[src/rtl/msx_kbd_pkg.sv]
`default_nettype none
// msx_kbd_pkg: matrix geometry, key-map entry type and set-2 scancodes shared by the MSX keyboard (rev 1.0)
package msx_kbd_pkg;

  localparam int MSX_ROWS = 11;

  typedef struct packed {
    logic       hit;
    logic [3:0] row;
    logic [2:0] col;
  } msx_key_t;

  // {E0-extended, set-2 code} for arrows and modifiers
  localparam logic [8:0] SC_UP     = 9'h175;
  localparam logic [8:0] SC_DOWN   = 9'h172;
  localparam logic [8:0] SC_LEFT   = 9'h16B;
  localparam logic [8:0] SC_RIGHT  = 9'h174;
  localparam logic [8:0] SC_LSHIFT = 9'h012;
  localparam logic [8:0] SC_RSHIFT = 9'h059;
  localparam logic [8:0] SC_LCTRL  = 9'h014;
  localparam logic [8:0] SC_RCTRL  = 9'h114;
  localparam logic [8:0] SC_LALT   = 9'h011;
  localparam logic [8:0] SC_RALT   = 9'h111;

  function automatic msx_key_t mk_key(input logic [3:0] r, input logic [2:0] c);
    mk_key = '{hit: 1'b1, row: r, col: c};
  endfunction

endpackage
`default_nettype wire

[src/rtl/msx_key_map.sv]
`default_nettype none
// msx_key_map: combinational {ext,code} -> MSX matrix position table (rev 1.0)
module msx_key_map
  import msx_kbd_pkg::*;
(
  input  logic [8:0] scan,
  output msx_key_t   key
);

  always_comb begin
    key = '0;
    case (scan)
      9'h045: key = mk_key(4'd0, 3'd0);
      9'h016: key = mk_key(4'd0, 3'd1);
      9'h01E: key = mk_key(4'd0, 3'd2);
      9'h026: key = mk_key(4'd0, 3'd3);
      9'h025: key = mk_key(4'd0, 3'd4);
      9'h02E: key = mk_key(4'd0, 3'd5);
      9'h036: key = mk_key(4'd0, 3'd6);
      9'h03D: key = mk_key(4'd0, 3'd7);
      9'h03E: key = mk_key(4'd1, 3'd0);
      9'h046: key = mk_key(4'd1, 3'd1);
      9'h04E: key = mk_key(4'd1, 3'd2);
      9'h055: key = mk_key(4'd1, 3'd3);
      9'h05D: key = mk_key(4'd1, 3'd4);
      9'h054: key = mk_key(4'd1, 3'd5);
      9'h05B: key = mk_key(4'd1, 3'd6);
      9'h04C: key = mk_key(4'd1, 3'd7);
      9'h052: key = mk_key(4'd2, 3'd0);
      9'h00E: key = mk_key(4'd2, 3'd1);
      9'h041: key = mk_key(4'd2, 3'd2);
      9'h049: key = mk_key(4'd2, 3'd3);
      9'h04A: key = mk_key(4'd2, 3'd4);
      9'h01C: key = mk_key(4'd2, 3'd6);
      9'h032: key = mk_key(4'd2, 3'd7);
      9'h021: key = mk_key(4'd3, 3'd0);
      9'h023: key = mk_key(4'd3, 3'd1);
      9'h024: key = mk_key(4'd3, 3'd2);
      9'h02B: key = mk_key(4'd3, 3'd3);
      9'h034: key = mk_key(4'd3, 3'd4);
      9'h033: key = mk_key(4'd3, 3'd5);
      9'h043: key = mk_key(4'd3, 3'd6);
      9'h03B: key = mk_key(4'd3, 3'd7);
      9'h042: key = mk_key(4'd4, 3'd0);
      9'h04B: key = mk_key(4'd4, 3'd1);
      9'h03A: key = mk_key(4'd4, 3'd2);
      9'h031: key = mk_key(4'd4, 3'd3);
      9'h044: key = mk_key(4'd4, 3'd4);
      9'h04D: key = mk_key(4'd4, 3'd5);
      9'h015: key = mk_key(4'd4, 3'd6);
      9'h02D: key = mk_key(4'd4, 3'd7);
      9'h01B: key = mk_key(4'd5, 3'd0);
      9'h02C: key = mk_key(4'd5, 3'd1);
      9'h03C: key = mk_key(4'd5, 3'd2);
      9'h02A: key = mk_key(4'd5, 3'd3);
      9'h01D: key = mk_key(4'd5, 3'd4);
      9'h022: key = mk_key(4'd5, 3'd5);
      9'h035: key = mk_key(4'd5, 3'd6);
      9'h01A: key = mk_key(4'd5, 3'd7);
      SC_LSHIFT, SC_RSHIFT: key = mk_key(4'd6, 3'd0);
      SC_LCTRL, SC_RCTRL:   key = mk_key(4'd6, 3'd1);
      SC_LALT:  key = mk_key(4'd6, 3'd2);
      9'h058:   key = mk_key(4'd6, 3'd3);
      SC_RALT:  key = mk_key(4'd6, 3'd4);
      9'h005:   key = mk_key(4'd6, 3'd5);
      9'h006:   key = mk_key(4'd6, 3'd6);
      9'h004:   key = mk_key(4'd6, 3'd7);
      9'h00C:   key = mk_key(4'd7, 3'd0);
      9'h003:   key = mk_key(4'd7, 3'd1);
      9'h076:   key = mk_key(4'd7, 3'd2);
      9'h00D:   key = mk_key(4'd7, 3'd3);
      9'h00A:   key = mk_key(4'd7, 3'd4);
      9'h066:   key = mk_key(4'd7, 3'd5);
      9'h083:   key = mk_key(4'd7, 3'd6);
      9'h05A, 9'h15A: key = mk_key(4'd7, 3'd7);
      9'h029:   key = mk_key(4'd8, 3'd0);
      9'h16C:   key = mk_key(4'd8, 3'd1);
      9'h170:   key = mk_key(4'd8, 3'd2);
      9'h171:   key = mk_key(4'd8, 3'd3);
      SC_LEFT:  key = mk_key(4'd8, 3'd4);
      SC_UP:    key = mk_key(4'd8, 3'd5);
      SC_DOWN:  key = mk_key(4'd8, 3'd6);
      SC_RIGHT: key = mk_key(4'd8, 3'd7);
      // numeric keypad: non-extended codes that share values with the E0 navigation keys
      9'h07C:   key = mk_key(4'd9, 3'd0);
      9'h079:   key = mk_key(4'd9, 3'd1);
      9'h14A:   key = mk_key(4'd9, 3'd2);
      9'h070:   key = mk_key(4'd9, 3'd3);
      9'h069:   key = mk_key(4'd9, 3'd4);
      9'h072:   key = mk_key(4'd9, 3'd5);
      9'h07A:   key = mk_key(4'd9, 3'd6);
      9'h06B:   key = mk_key(4'd9, 3'd7);
      9'h073:   key = mk_key(4'd10, 3'd0);
      9'h074:   key = mk_key(4'd10, 3'd1);
      9'h06C:   key = mk_key(4'd10, 3'd2);
      9'h075:   key = mk_key(4'd10, 3'd3);
      9'h07D:   key = mk_key(4'd10, 3'd4);
      9'h07B:   key = mk_key(4'd10, 3'd5);
      9'h071:   key = mk_key(4'd10, 3'd7);
      default:  key = '0;
    endcase
  end

endmodule
`default_nettype wire

[src/rtl/msx_keyboard.sv]
`default_nettype none
// msx_keyboard: ps2_key toggle-event consumer holding the MSX key matrix for PPI port B (rev 1.0)
module msx_keyboard
  import msx_kbd_pkg::*;
#(
  parameter int ROWS = MSX_ROWS
) (
  input  logic        clk,
  input  logic        reset_n,
  input  logic [10:0] ps2_key,
  input  logic        key_clear,
  input  logic [3:0]  row_sel,
  output logic [7:0]  row_data,
  output logic        key_strobe
);

  logic       primed;
  logic       tog_q;
  logic       ev_v;
  logic [9:0] ev_q;
  logic       map_v;
  logic       map_press;
  msx_key_t   map_q;
  msx_key_t   map_w;
  logic       upd;
  logic [7:0] matrix [ROWS];

  msx_key_map u_map (
    .scan (ev_q[8:0]),
    .key  (map_w)
  );

  // Priming cycle only samples the toggle so a level left over across reset is not an event
  always_ff @(posedge clk or negedge reset_n) begin
    if (!reset_n) begin
      primed    <= 1'b0;
      tog_q     <= 1'b0;
      ev_v      <= 1'b0;
      ev_q      <= '0;
      map_v     <= 1'b0;
      map_press <= 1'b0;
      map_q     <= '0;
    end else begin
      primed    <= 1'b1;
      tog_q     <= ps2_key[10];
      ev_v      <= primed && (ps2_key[10] != tog_q);
      if (primed && (ps2_key[10] != tog_q))
        ev_q    <= ps2_key[9:0];
      map_v     <= ev_v;
      map_press <= ev_q[9];
      map_q     <= map_w;
    end
  end

  assign upd        = map_v & map_q.hit;
  assign key_strobe = upd & ~key_clear;

  always_ff @(posedge clk or negedge reset_n) begin
    if (!reset_n) begin
      for (int r = 0; r < ROWS; r++)
        matrix[r] <= 8'hFF;
    end else begin
      for (int r = 0; r < ROWS; r++) begin
        if (key_clear)
          matrix[r] <= 8'hFF;
        else if (upd && (map_q.row == 4'(r)))
          matrix[r][map_q.col] <= ~map_press;
      end
    end
  end

  always_comb begin
    row_data = 8'hFF;
    for (int i = 0; i < ROWS; i++)
      if (row_sel == 4'(i))
        row_data = matrix[i];
  end

endmodule
`default_nettype wire

[config.mk]
export PLATFORM = sky130hd
export DESIGN_NAME = msx_keyboard
export DESIGN_NICKNAME = d
export VERILOG_FILES = /design/src/rtl/msx_kbd_pkg.sv /design/src/rtl/msx_key_map.sv /design/src/rtl/msx_keyboard.sv
export SDC_FILE = /design/constraint.sdc
export NUM_CORES = 1
export LEC_CHECK = 0
export ABC_AREA = 0
export BUFFER_PORTS_ARGS = -buffer_cell sky130_fd_sc_hd__buf_2
export CAP_MARGIN = 20
export CORE_MARGIN = 3
export CORE_UTILIZATION = 56
export DETAILED_ROUTE_END_ITERATION = 8
export PLACE_DENSITY = 0.75
export SLEW_MARGIN = 20
export SYNTH_ARGS = -nofsm -noshare
export SYNTH_HDL_FRONTEND = slang
export SYNTH_HIERARCHICAL = 1
export SYNTH_SLANG_ARGS = --single-unit
[constraint.sdc]
create_clock -name clk -period 5.7 [get_ports clk]
set_input_delay 1.14 -clock clk [delete_from_list [all_inputs] [get_ports clk]]
set_output_delay 1.14 -clock clk [all_outputs]
set_load 0.01 [all_outputs]
# ---- Yosys cells after proc, flatten, opt, wreduce, memory -nomap -nowiden
# Cells that the tools add are included.
dict set report totals {
  register_bits 111
  input_bits 18
  wordCells 212
}
dict set report classes {
  mux 47
  n_reduce_logical 29
  n_eq_ne 110
  bitwise_logic 4
  order_cmp 2
}
# op count
set op_table {}
lappend op_table {{$pmux W8 S86} 1}
lappend op_table {{$eq A9 B7 Y1 const B} 36}
lappend op_table {{$mux W8} 33}
lappend op_table {{$eq A9 B6 Y1 const B} 23}
lappend op_table {{$eq A9 B9 Y1 const B} 11}
lappend op_table {{$eq A9 B5 Y1 const B} 10}
lappend op_table {{$bwmux W8} 11}
lappend op_table {{$eq A9 B4 Y1 const B} 4}
lappend op_table {{$eq A4 B3 Y1 const B} 8}
lappend op_table {{$eq A9 B3 Y1 const B} 3}
lappend op_table {{$eq A4 B4 Y1 const B} 6}
lappend op_table {{$reduce_bool A2 Y1} 11}
lappend op_table {{$eq A4 B2 Y1 const B} 4}
lappend op_table {{$logic_and A1 B1 Y1} 13}
lappend op_table {{$eq A9 B2 Y1 const B} 1}
lappend op_table {{$eq A9 B8 Y1 const B} 1}
lappend op_table {{$eq A4 B1 Y1 const B} 2}
lappend op_table {{$logic_not A4 Y1} 2}
lappend op_table {{$reduce_or A2 Y1} 3}
lappend op_table {{$lt A3 B4 Y1 const B} 1}
lappend op_table {{$demux W1 S3} 1}
lappend op_table {{$ge A3 B1 Y1 const B} 1}
lappend op_table {{$and A1 B1 Y1} 2}
lappend op_table {{$not A1 Y1} 2}
lappend op_table {{2 further kinds} 2}

# ---- Depth between registers and ports, before layout
# Gate-level depths: netlist of run 1.
dict set report depth {
  ltp_word 12
  mapped_depth 9
  mapped_depth_nobuf 6
}

# ---- Cells and area by module
# The synthesis of run 1 kept the hierarchy.
# mod cells_per_inst n_inst area_each_um2
set modules_own_cells {}
lappend modules_own_cells {msx_keyboard 490 1 5604.1}
lappend modules_own_cells {msx_key_map 288 1 1793.0}

# ---- Least setup slack after synthesis of run 1
# OpenSTA, ideal clock, no wires.
dict set report synth_timing {
  path_kind {input to output}
  start {input port row_sel[0]}
  end {output port row_data[6]}
  arrival_time_ps 2379
  n_path_buf 2
  path_stages 6
  path_slack_ps 2181
  path_cell_list {buf_2 buf_6 or3b_1 a32oi_1 a21oi_1 a221oi_1}
}
dict set report synth_via {
  elab_chain_cells 12
  word_cells_on_any_way 22
  classes_between {eq/ne: 10; mux: 11; reduce/logical: 1}
}
# element line_no
set synth_lines {}
lappend synth_lines {{from (decl)} msx_keyboard.sv:12} ;# input logic [3:0] row_sel,
lappend synth_lines {{$logic_not A4 Y1} msx_keyboard.sv:75} ;# if (row_sel == 4'(i))
lappend synth_lines {{$mux W8 (10 in series)} msx_keyboard.sv:75}
lappend synth_lines {{$mux W8 *} msx_keyboard.sv:75}
lappend synth_lines {{to (decl)} msx_keyboard.sv:13} ;# output logic [7:0] row_data,
# Every way passes the cells marked *; elsewhere a longest branch is shown, timed or not.

# ---- Worst setup path in the final report of run 1
dict set report layout_timing {
  start {input port row_sel[0]}
  end {output port row_data[7]}
}
# Same word-level chain as after synthesis.

==> summary.md, run 1 <==
| Metric | Value |
|---|---|
| Status | complete, no violations |
| Residual antenna-violating net count after detailed routing | 0 |
| Yosys warnings | 6 |
| # hold bufs at CTS | 0 |
| Total internal power | 0.00176 W |
| PostCTS Resize Cnt | 0 |
| Class of the tightest hold or removal check | reg2reg |
| Final setup viols | 0 |
| Share of total power in combinational logic | 31.9% |
| Area growth from synthesis to final layout | 4.92% |
| Post-detail-place hpwl | 14600 um |
| Setup WS post-layout | 1390 ps |
| Tightest slew margin relative to the limit | 24.9% |
| Net count reported at finish | 771 |
| Via count of the first global-routing pass | 6079 |
| Synthesized instance count | 778 |
| Sum of negative setup slack | 0 ps |
| Pre-CTS setup slack | 1430 ps |
| Die ar. | 14600 um2 |
| Setup repair after global routing missed its margin | no |
| Peak VDD IR | 0.214 mV |
| CTS Sinks | 111 |
| Commonest non-fill, non-tap cells in the layout | 104 x sky130_fd_sc_hd__nand2_1, 88 x sky130_fd_sc_hd__dfstp_2, 83 x sky130_fd_sc_hd__mux2_2 |
| Number of setup buffers added after CTS | 0 |
| Slowest cell on the critical path | sky130_fd_sc_hd__buf_2 |
| Average via count per standard cell | 6.89 |
| Average wire per standard cell | 22.8 um |
| H-tree depth | 3 |
| Clock-pin slew on the worst setup and hold paths | 70 ps |
| Filler-free cell count of the finished design | 930 |
| Antenna violations before repair | 0 |
| Tightest Pin Transition | 1120 ps |
| Data required time at the worst endpoint | 4560 ps |
| Endpoint kind of the worst setup timing path | primary output |
| Mean Syn Cell Area | 9.51 um2 |
| Total global-route track usage | 29.5% |
| I/O pin cnt | 27 |
| Total of flip-flops plus latches after synthesis | 111 |
| Most common cell after layout, fill and taps aside | sky130_fd_sc_hd__nand2_1 |
| Number of max-slew violations in the final report | 0 |
| Fraction of final layout cells with drive strength greater than 1 | 34.2% |
| Switching power | 0.000973 W |
| DRC marker count from the first detailed-route iteration | 849 |
| Vias | 6410 |
| Initial cell density of the core | 57.9% |
| Cell area after layout | 7760 um2 |
| Clock tree skew after final layout | 7.67 ps |
| Achievable clock frequency | 0.232 GHz |
| Cell seen most often among critical-path stages | sky130_fd_sc_hd__buf_2 |
| Clock tree from TritonCTS | yes |
| Cell count after placement | 914 |
| Cell breakdown of the critical path | buf_2 -> mux4_2 -> nor2b_1 -> nor3_1 -> o32ai_1 -> buf_2 |
| Chip Width | 121 um |
| Floorplan row count | 41 |
| Die Y | 121 um |
| Wire length of the first global-routing pass | 33700 um |
| Grt ovf | 0 |
| Fraction of power consumed by sequential logic | 45.6% |
| Ant. Diodes | 0 |
| Number of design rule violations left after detail routing | 0 |
| Placed Area | 7460 um2 |
| Final core utilization | 60.8% |
| Clock Path Buffers | 2 |
| Final Hold Vio Count | 0 |
| Sequential share of the synthesized area | 39.0% |
| Period utilization | 75.7% |
| Mapped cell area | 7400 um2 |
| TritonCTS buffer count | 9 |
| Root Driver | sky130_fd_sc_hd__clkbuf_16 |
| Pin count of the biggest net entering global routing | 69 |
| Number of distinct library cells after synthesis | 82 |
| Highest net fanout along the worst path | 52 |
| Placeable Area | 12800 um2 |
| FILL cells | 1071 |
| Number of synthesized flops with an enable pin | 0 |
| PD cells | 352 nW/um2 |
| Critical path's largest stage delay | 780 ps |
| Category of the worst setup path launch point | primary input |
| Total of max-cap violations | 0 |
| Share of total power in the clock network | 22.5% |
| Sw Ratio | 35.7% |
| Static leakage | 2.83 nW |
| GP Congestion | 0.962 |
| # port buffers | 26 |
| Synthesized netlist net count | 796 |
| Proportion of register bits with asynchronous set or reset after synthesis | 100% |
| CP arrival | 3170 ps |
| Minimum period implied by the final worst setup slack | 4310 ps |
| Drt total wl | 21200 um |
| Clock latency reported for the late side of the worst-skew pair | 360 ps |
| Dominant synthesized flop cell | sky130_fd_sc_hd__dfstp_2 |
| Startpoint-to-endpoint class of the critical path | in2out |
| Drt first pass iters | 5 |
worst max-delay path, delay by kind of cell:
kind	cells	cell delay, ps
buffers and inverters	2	970
muxes	1	600
AOI/OAI and AO/OA	1	110
and+or+nand+nor	2	330
power groups by stage:
stage          clock, W  combinational (W)  sequential, W
2_1_floorplan         0           0.000696        0.00117
3_3_place_gp          0           0.000834        0.00125
3_5_place_dp          0           0.000852        0.00125
4_1_cts        0.000629           0.000854        0.00124
5_1_grt        0.000662           0.000942        0.00127
6_report       0.000613           0.000872        0.00125
per-layer routing:
metal / routed length (um) / track usage [%] / vias to the layer above / share of wire [%]
li1: - / - / 2828 / -
met1: 8670 / 39.8 / 3157 / 41
met2: 9960 / 45.7 / 363 / 47
met3: 1850 / 7.09 / 62 / 8.7
met4: 715 / 12.2 / 0 / 3.4
met5: 0 / 0 / - / 0
synthesized netlist by cell type (6+ instances only):
cell	count	area [um2]
sky130_fd_sc_hd__a32oi_1	10	87.6
sky130_fd_sc_hd__nor3_1	14	70.1
sky130_fd_sc_hd__a31oi_1	23	144
sky130_fd_sc_hd__dfrtp_1	23	576
sky130_fd_sc_hd__o22ai_1	14	87.6
sky130_fd_sc_hd__mux2_2	83	935
sky130_fd_sc_hd__a221oi_1	6	52.6
sky130_fd_sc_hd__a21o_1	6	45.0
sky130_fd_sc_hd__nand3_1	22	110
sky130_fd_sc_hd__o32ai_1	6	52.6
sky130_fd_sc_hd__mux2i_1	16	160
sky130_fd_sc_hd__nand4_1	6	37.5
sky130_fd_sc_hd__nor2b_1	26	163
sky130_fd_sc_hd__a21oi_1	41	205
sky130_fd_sc_hd__nand2b_1	16	100
sky130_fd_sc_hd__clkbuf_1	24	90.1
sky130_fd_sc_hd__a31o_2	7	61.3
sky130_fd_sc_hd__nand2_1	105	394
sky130_fd_sc_hd__o21ai_0	33	165
sky130_fd_sc_hd__nor2_1	29	109
sky130_fd_sc_hd__dfstp_2	88	2310
sky130_fd_sc_hd__xor2_1	6	52.6
sky130_fd_sc_hd__nor4_1	7	43.8
sky130_fd_sc_hd__buf_2	37	185
stage by stage:
stage                     total power [W]  hold slack [ps]
after detailed placement          0.00211              358
after global routing              0.00287              383
after floorplan                   0.00187              331
final                             0.00273              374
after global placement            0.00208              346
after CTS                         0.00273              380
layout make-up:
cell class | instances | area, um2 | area share, %
inverter | 7 | 26.3 | 0.339
clock inverter | 6 | 52.6 | 0.677
clock buffer | 10 | 239 | 3.08
tap | 172 | 215 | 2.77
multi-input combinational | 588 | 4130 | 53.2
sequential | 111 | 2890 | 37.2
timing repair buffer | 36 | 208 | 2.68
state kept, by name (all words and copies together), names as in the netlist:
| name | flops |
|---|---|
| map_press | 1 |
| tog_q | 1 |
| ev_q | 10 |
| matrix | 88 |
| map_v | 1 |
| ev_v | 1 |
| map_q | 8 |
| primed | 1 |
cell families (layout without fill, tap and decap cells):
kind of cell	after synthesis	count (layout)	synth area share, %
XOR/XNOR	8	8	0.947
multiplexers	106	106	16.3
buffers and inverters	79	59	5.24
other	1	1	0.0507
AND/OR/NAND/NOR	275	275	19.8
AO/OA/AOI/OAI	198	198	18.6
flip-flops	111	111	39.0
path summary, 6_finish.rpt:
| path | depth (start not counted) | start | end | slack, ps |
|---|---|---|---|---|
| max in group asynchronous | 2 | reset_n | ev_q[6] | 3730 |
| min in group asynchronous | 1 | reset_n | map_q[1] | 840 |
| min | 0 | ev_v | map_v | 370 |
| max reg2reg | 6 | ev_q[7] | map_q[1] | 2910 |
| max | 6 | row_sel[0] | row_data[7] | 1390 |
| min reg2reg | 0 | ev_v | map_v | 370 |
Power figures use the tool's default switching activity.
==> run 2: changes to the inputs <==
- ABC_AREA: 0 -> 1
- clock period: 5.7 -> 4.2 ns (I/O delays scaled with it)
==> summary.md, run 2 <==
| Metric | Value |
|---|---|
| Status | complete, no violations |
| Fraction of final layout cells with drive strength greater than 1 | 19.8% |
| Dominant synthesized flop cell | sky130_fd_sc_hd__dfstp_2 |
| Wire length of the first global-routing pass | 33200 um |
| Initial cell density of the core | 57.5% |
| Total global-route track usage | 32.1% |
| Yosys top cell by area | sky130_fd_sc_hd__dfstp_2 |
| Placeable Area | 12100 um2 |
| Worst R2R Setup Slack | 1630 ps |
| Die Y | 117 um |
| Period utilization | 84.4% |
| Area growth from synthesis to final layout | 7.80% |
| Mapped cell area | 6930 um2 |
| Critical path's largest stage delay | 580 ps |
| Startpoint-to-endpoint class of the critical path | in2out |
| Mean Syn Cell Area | 6.95 um2 |
| Clock tree from TritonCTS | yes |
| Clock-pin slew on the worst setup and hold paths | 70 ps |
| Data required time at the worst endpoint | 3360 ps |
| Commonest non-fill, non-tap cells in the layout | 326 x sky130_fd_sc_hd__nand2_1, 154 x sky130_fd_sc_hd__o21ai_0, 105 x sky130_fd_sc_hd__nor2_1 |
| Pre-CTS setup slack | 681 ps |
| Clock tree skew after final layout | 6.46 ps |
| Achievable clock frequency | 0.282 GHz |
| Multi-input logic area | 3610 um2 |
| Setup WS post-layout | 654 ps |
| Static leakage | 3.59 nW |
| DRC marker count from the first detailed-route iteration | 562 |
| Number of synthesized flops with an enable pin | 0 |
| # port buffers | 26 |
| Minimum period implied by the final worst setup slack | 3550 ps |
| Final setup viols | 0 |
| Total of max-cap violations | 0 |
| PostCTS Resize Cnt | 0 |
| Chip Width | 117 um |
| Synthesized instance count | 998 |
| Total of flip-flops plus latches after synthesis | 111 |
| Portion of synthesized cell area occupied by the leading cell type | 33.3% |
| Antenna violations before repair | 0 |
| Peak VDD IR | 0.199 mV |
| Registers with the most flip-flops | matrix x88, ev_q x10, map_q x8 |
| Sequential share of the synthesized area | 41.6% |
| PD cells | 431 nW/um2 |
| Class of the tightest hold or removal check | reg2reg |
| Endpoint kind of the worst setup timing path | primary output |
| Biggest area contributors in the synthesized netlist | sky130_fd_sc_hd__dfstp_2 33%, sky130_fd_sc_hd__nand2_1 18%, sky130_fd_sc_hd__o21ai_0 11% |
| Cell breakdown of the critical path | buf_2 -> nor2_1 -> nand2_1 -> o21ai_0 -> inv_1 -> nand2_1 -> nand2_1 -> nand3_1 -> nand2_1 -> nand3_1 -> nand2_1 -> buf_2 |
| Setup repair after global routing missed its margin | no |
| Residual antenna-violating net count after detailed routing | 0 |
| Vias | 6872 |
| Tightest slew margin relative to the limit | 41.0% |
| CTS Sinks | 111 |
| Pin count of the biggest net entering global routing | 63 |
| Category of the worst setup path launch point | primary input |
| Highest net fanout along the worst path | 12 |
| Area of all sequential standard cells | 2890 um2 |
| Via count of the first global-routing pass | 6224 |
| Drt first pass iters | 5 |
| Sum of negative setup slack | 0 ps |
| Synth top cells by count | 326 x sky130_fd_sc_hd__nand2_1, 154 x sky130_fd_sc_hd__o21ai_0, 105 x sky130_fd_sc_hd__nor2_1 |
| Tightest Pin Transition | 881 ps |
| Ant. Diodes | 0 |
| Drt total wl | 21200 um |
| TritonCTS buffer count | 9 |
| Slowest cell on the critical path | sky130_fd_sc_hd__nor2_1 |
| Clock latency reported for the late side of the worst-skew pair | 350 ps |
| Die ar. | 13800 um2 |
| Average via count per standard cell | 5.77 |
| Synthesized netlist net count | 1016 |
| Most common cell after layout, fill and taps aside | sky130_fd_sc_hd__nand2_1 |
| Flip-flop count of the largest register after layout | 88 |
| Grt ovf | 0 |
| Floorplan row count | 40 |
| Number of max-slew violations in the final report | 0 |
| FILL cells | 1145 |
| Average wire per standard cell | 17.8 um |
| # hold bufs at CTS | 0 |
| Final core utilization | 62.0% |
| I/O pin cnt | 27 |
| Root Driver | sky130_fd_sc_hd__clkbuf_16 |
| Yosys warnings | 6 |
| Final Hold Vio Count | 0 |
| Number of distinct library cells after synthesis | 36 |
| CP arrival | 2710 ps |
| Top-count cell post-synth | sky130_fd_sc_hd__nand2_1 |
| GP Congestion | 0.969 |
| Net count reported at finish | 1037 |
| H-tree depth | 3 |
| Number of design rule violations left after detail routing | 0 |
| Cell seen most often among critical-path stages | sky130_fd_sc_hd__nand2_1 |
| Min Hold Slack | 361 ps |
| Clock Path Buffers | 2 |
| Register with the highest flop count | matrix |
| Post-detail-place hpwl | 15300 um |
| Proportion of register bits with asynchronous set or reset after synthesis | 100% |
| Number of setup buffers added after CTS | 0 |
[run 2: cell types whose count changed in the layout (fill, tap and decap cells not counted), moves of 40 or more]
cell,change
sky130_fd_sc_hd__nor2_1,+76
sky130_fd_sc_hd__nand2_1,+222
sky130_fd_sc_hd__inv_1,+68
sky130_fd_sc_hd__mux2_2,-83
sky130_fd_sc_hd__a21oi_1,-40
sky130_fd_sc_hd__o21ai_0,+121
[run 2: worst max-delay path, delay by kind of cell]
| family | cells | cell delay, ps |
|---|---|---|
| buffers and inverters | 3 | 320 |
| and+or+nand+nor | 8 | 1300 |
| AOI/OAI and AO/OA | 1 | 240 |
[run 2: path summary, 6_finish.rpt]
path                                 start     endpoint  cells past startpoint
worst max-delay path            row_sel[3]  row_data[6]                     12
worst min-delay path                  ev_v        map_v                      0
worst max register to register     ev_q[8]     map_q[1]                      8
worst min register to register        ev_v        map_v                      0
max in group asynchronous          reset_n   matrix[35]                      2
min in group asynchronous          reset_n     map_q[3]                      1
[run 2: final cells by class]
type / count / area share (%)
multi-input combinational: 779 / 48.3
sequential: 111 / 38.6
inverter: 87 / 4.37
clock buffer: 12 / 3.30
tap: 168 / 2.81
timing repair buffer: 31 / 2.28
clock inverter: 4 / 0.301
[run 2: stage by stage]
| stage | total power, W | cell area (um2) | cells |
|---|---|---|---|
| 2_1_floorplan | 0.00215 | 6930 | 998 |
| 3_3_place_gp | 0.00240 | 7210 | 1176 |
| 3_5_place_dp | 0.00242 | 7210 | 1176 |
| 4_1_cts | 0.00321 | 7470 | 1192 |
| 5_1_grt | 0.00341 | 7470 | 1192 |
| 6_report | 0.00322 | 7470 | 1192 |
[run 2: kinds of logic (layout without fill, tap and decap cells)]
kind of cell / Yosys count / in the layout / synth area share [%]
simple gates: 591 / 591 / 37.3
compound gates: 187 / 187 / 14.7
flops: 111 / 111 / 41.6
buf+inv: 108 / 134 / 6.28
other cells: 1 / 1 / 0.0541
[run 2: power breakdown]
part           internal [W]  total (W)  switching (W)
Combinational      0.000231   0.000774       0.000543
Sequential          0.00148    0.00165       0.000177
Clock              0.000416   0.000792       0.000376
Total               0.00212    0.00322        0.00110
[run 2: layer usage]
| layer | wire length, um | global-route usage [%] | vias to the layer above |
|---|---|---|---|
| li1 | - | - | 3295 |
| met1 | 8370 | 40.6 | 3168 |
| met2 | 10100 | 52.5 | 319 |
| met3 | 1510 | 4.94 | 90 |
| met4 | 1200 | 17.8 | 0 |
| met5 | 0 | 0 | - |
==> run 3: changes to the inputs <==
- ABC_AREA: 1 -> 0
- clock period: 4.2 -> 3.4 ns (I/O delays scaled with it)
==> summary.md, run 3 (synthesized netlist as in run 1, its figures left out) <==
| Metric | Value |
|---|---|
| Total of max-cap violations | 0 |
| Die Y | 121 um |
| Final Hold Vio Count | 0 |
| Achievable clock frequency | 0.318 GHz |
| Status | complete, no violations |
| Clock tree skew after final layout | 12.3 ps |
| Class of the tightest hold or removal check | reg2reg |
| Number of design rule violations left after detail routing | 0 |
| Minimum period implied by the final worst setup slack | 3150 ps |
| Flip-flop count of the largest register after layout | 88 |
| Total internal power | 0.00304 W |
| Instance count along the most critical hold path | 0 |
| Net count reported at finish | 788 |
| Clock Path Buffers | 2 |
| Grt ovf | 0 |
| Share of total power in the clock network | 22.7% |
| Worst R2R Setup Slack | 700 ps |
| # port buffers | 26 |
| Min Hold Slack | 366 ps |
| Area growth from synthesis to final layout | 7.19% |
| Clock latency reported for the late side of the worst-skew pair | 360 ps |
| PostCTS Resize Cnt | 0 |
| Period utilization | 92.6% |
| Share of total power in combinational logic | 31.7% |
| Vias | 6535 |
| Peak VDD IR | 0.601 mV |
| Die ar. | 14600 um2 |
| Root Driver | sky130_fd_sc_hd__clkbuf_16 |
| Data required time at the worst endpoint | 2720 ps |
| Initial cell density of the core | 57.9% |
| PD cells | 592 nW/um2 |
| Static leakage | 2.93 nW |
| Number of cells traversed by the worst register-to-register path | 7 |
| Post-detail-place hpwl | 15800 um |
| Most common cell after layout, fill and taps aside | sky130_fd_sc_hd__nand2_1 |
| # hold bufs at CTS | 0 |
| Highest net fanout along the worst path | 29 |
| Endpoint kind of the worst setup timing path | primary output |
| Number of max-slew violations in the final report | 0 |
| Endpoint of the worst register-to-register path | map_q[7] |
| Switching power | 0.00166 W |
| Sum of negative setup slack | 0 ps |
| Commonest non-fill, non-tap cells in the layout | 104 x sky130_fd_sc_hd__nand2_1, 88 x sky130_fd_sc_hd__dfstp_2, 83 x sky130_fd_sc_hd__mux2_2 |
| Registers with the most flip-flops | matrix x88, ev_q x10, map_q x8 |
| Cell area after layout | 7930 um2 |
| Average wire per standard cell | 23.2 um |
| Fraction of power consumed by sequential logic | 45.7% |
| Register with the highest flop count | matrix |
| Tightest Pin Transition | 1070 ps |
| Placeable Area | 12800 um2 |
| Area of all sequential standard cells | 2890 um2 |
| GP Congestion | 1.07 |
| Average via count per standard cell | 6.90 |
| Chip Width | 121 um |
| Fraction of final layout cells with drive strength greater than 1 | 35.5% |
| Antenna violations before repair | 0 |
| Pin count of the biggest net entering global routing | 71 |
| CTS Sinks | 111 |
| H-tree depth | 3 |
| Category of the worst setup path launch point | primary input |
| Setup repair after global routing missed its margin | no |
| Filler-free cell count of the finished design | 947 |
| Via count of the first global-routing pass | 6313 |
| Startpoint-to-endpoint class of the critical path | in2out |
| Hold Path Origin | ev_v |
| Reg-to-reg startpoint | ev_q[2] |
| Floorplan row count | 41 |
| I/O pin cnt | 27 |
| CP arrival | 2470 ps |
| Total global-route track usage | 30.8% |
| Sw Ratio | 35.3% |
| Drt total wl | 22000 um |
| Endpoint of the worst hold-timing path | map_v |
| Tightest slew margin relative to the limit | 28.3% |
| Wire length of the first global-routing pass | 35200 um |
| Cell count after placement | 931 |
| Number of setup buffers added after CTS | 0 |
| Placed Area | 7630 um2 |
| FILL cells | 1057 |
| Residual antenna-violating net count after detailed routing | 0 |
| Clock-pin slew on the worst setup and hold paths | 70 ps |
| Ant. Diodes | 0 |
| Drt first pass iters | 5 |
| Clock tree from TritonCTS | yes |
| Multi-input logic area | 4130 um2 |
| Post-route total power | 0.00470 W |
| Final setup viols | 0 |
| DRC marker count from the first detailed-route iteration | 850 |
| TritonCTS buffer count | 9 |
==> run 3: cell types whose count changed in the layout (fill, tap and decap cells not counted), moves of 16 or more <==
cell / previous run / this run
sky130_fd_sc_hd__nand2_1: 326 / 104
sky130_fd_sc_hd__a21oi_1: 1 / 41
sky130_fd_sc_hd__mux2_2: 0 / 83
sky130_fd_sc_hd__mux2i_1: 0 / 16
sky130_fd_sc_hd__a31oi_1: 3 / 23
sky130_fd_sc_hd__nor2_1: 105 / 29
sky130_fd_sc_hd__nand2b_1: 0 / 16
sky130_fd_sc_hd__nor2b_1: 0 / 26
sky130_fd_sc_hd__o21ai_0: 154 / 33
sky130_fd_sc_hd__inv_1: 73 / 5
sky130_fd_sc_hd__or2_2: 19 / 2
sky130_fd_sc_hd__buf_4: 6 / 25
sky130_fd_sc_hd__nand3_1: 56 / 22
==> run 3: routing by layer <==
layer  track usage, %  share of wire (%)
met5                0                  0
met4             11.0                3.1
met3             6.29                8.2
met2             49.2                 48
met1             41.8                 41
==> run 3: how the worst max path moves through the flow <==
stage	endpoint	slack, ps	startpoint
floorplan	row_data[6]	800	row_sel[0]
global placement	row_data[7]	410	row_sel[0]
detailed placement	row_data[0]	340	row_sel[0]
CTS	row_data[0]	340	row_sel[0]
global route	row_data[3]	180	row_sel[0]
finish	row_data[5]	250	row_sel[0]
==> run 3: critical path, cell delays in order <==
cell and delay (ps):
sky130_fd_sc_hd__buf_2 500, sky130_fd_sc_hd__buf_12 240, sky130_fd_sc_hd__nand2b_1 350, sky130_fd_sc_hd__o22ai_1 170, sky130_fd_sc_hd__a221oi_1 330, sky130_fd_sc_hd__buf_2 180
==> run 3: metrics by stage <==
step / util (%) / setup WS, ps
floorplan: - / 801
global placement: 59.7 / 412
detailed placement: 59.7 / 337
CTS: 62.0 / 338
global route: 62.1 / 179
finish: 62.1 / 252
==> run 3: power groups by stage <==
stage | combinational [W] | clock, W | sequential, W
after global placement | 0.00141 | 0 | 0.00214
final | 0.00149 | 0.00106 | 0.00215
after floorplan | 0.00117 | 0 | 0.00197
after detailed placement | 0.00145 | 0 | 0.00215
after CTS | 0.00146 | 0.00108 | 0.00214
after global routing | 0.00160 | 0.00114 | 0.00219
==> run 3: final cells by class <==
type,instances,area share (%)
flip-flops and latches,111,36.4
clock buffers,10,2.89
multi-input cells,588,52.1
well taps,172,2.71
inverters,7,0.331
clock inverters,6,0.884
repair buffers,53,4.70
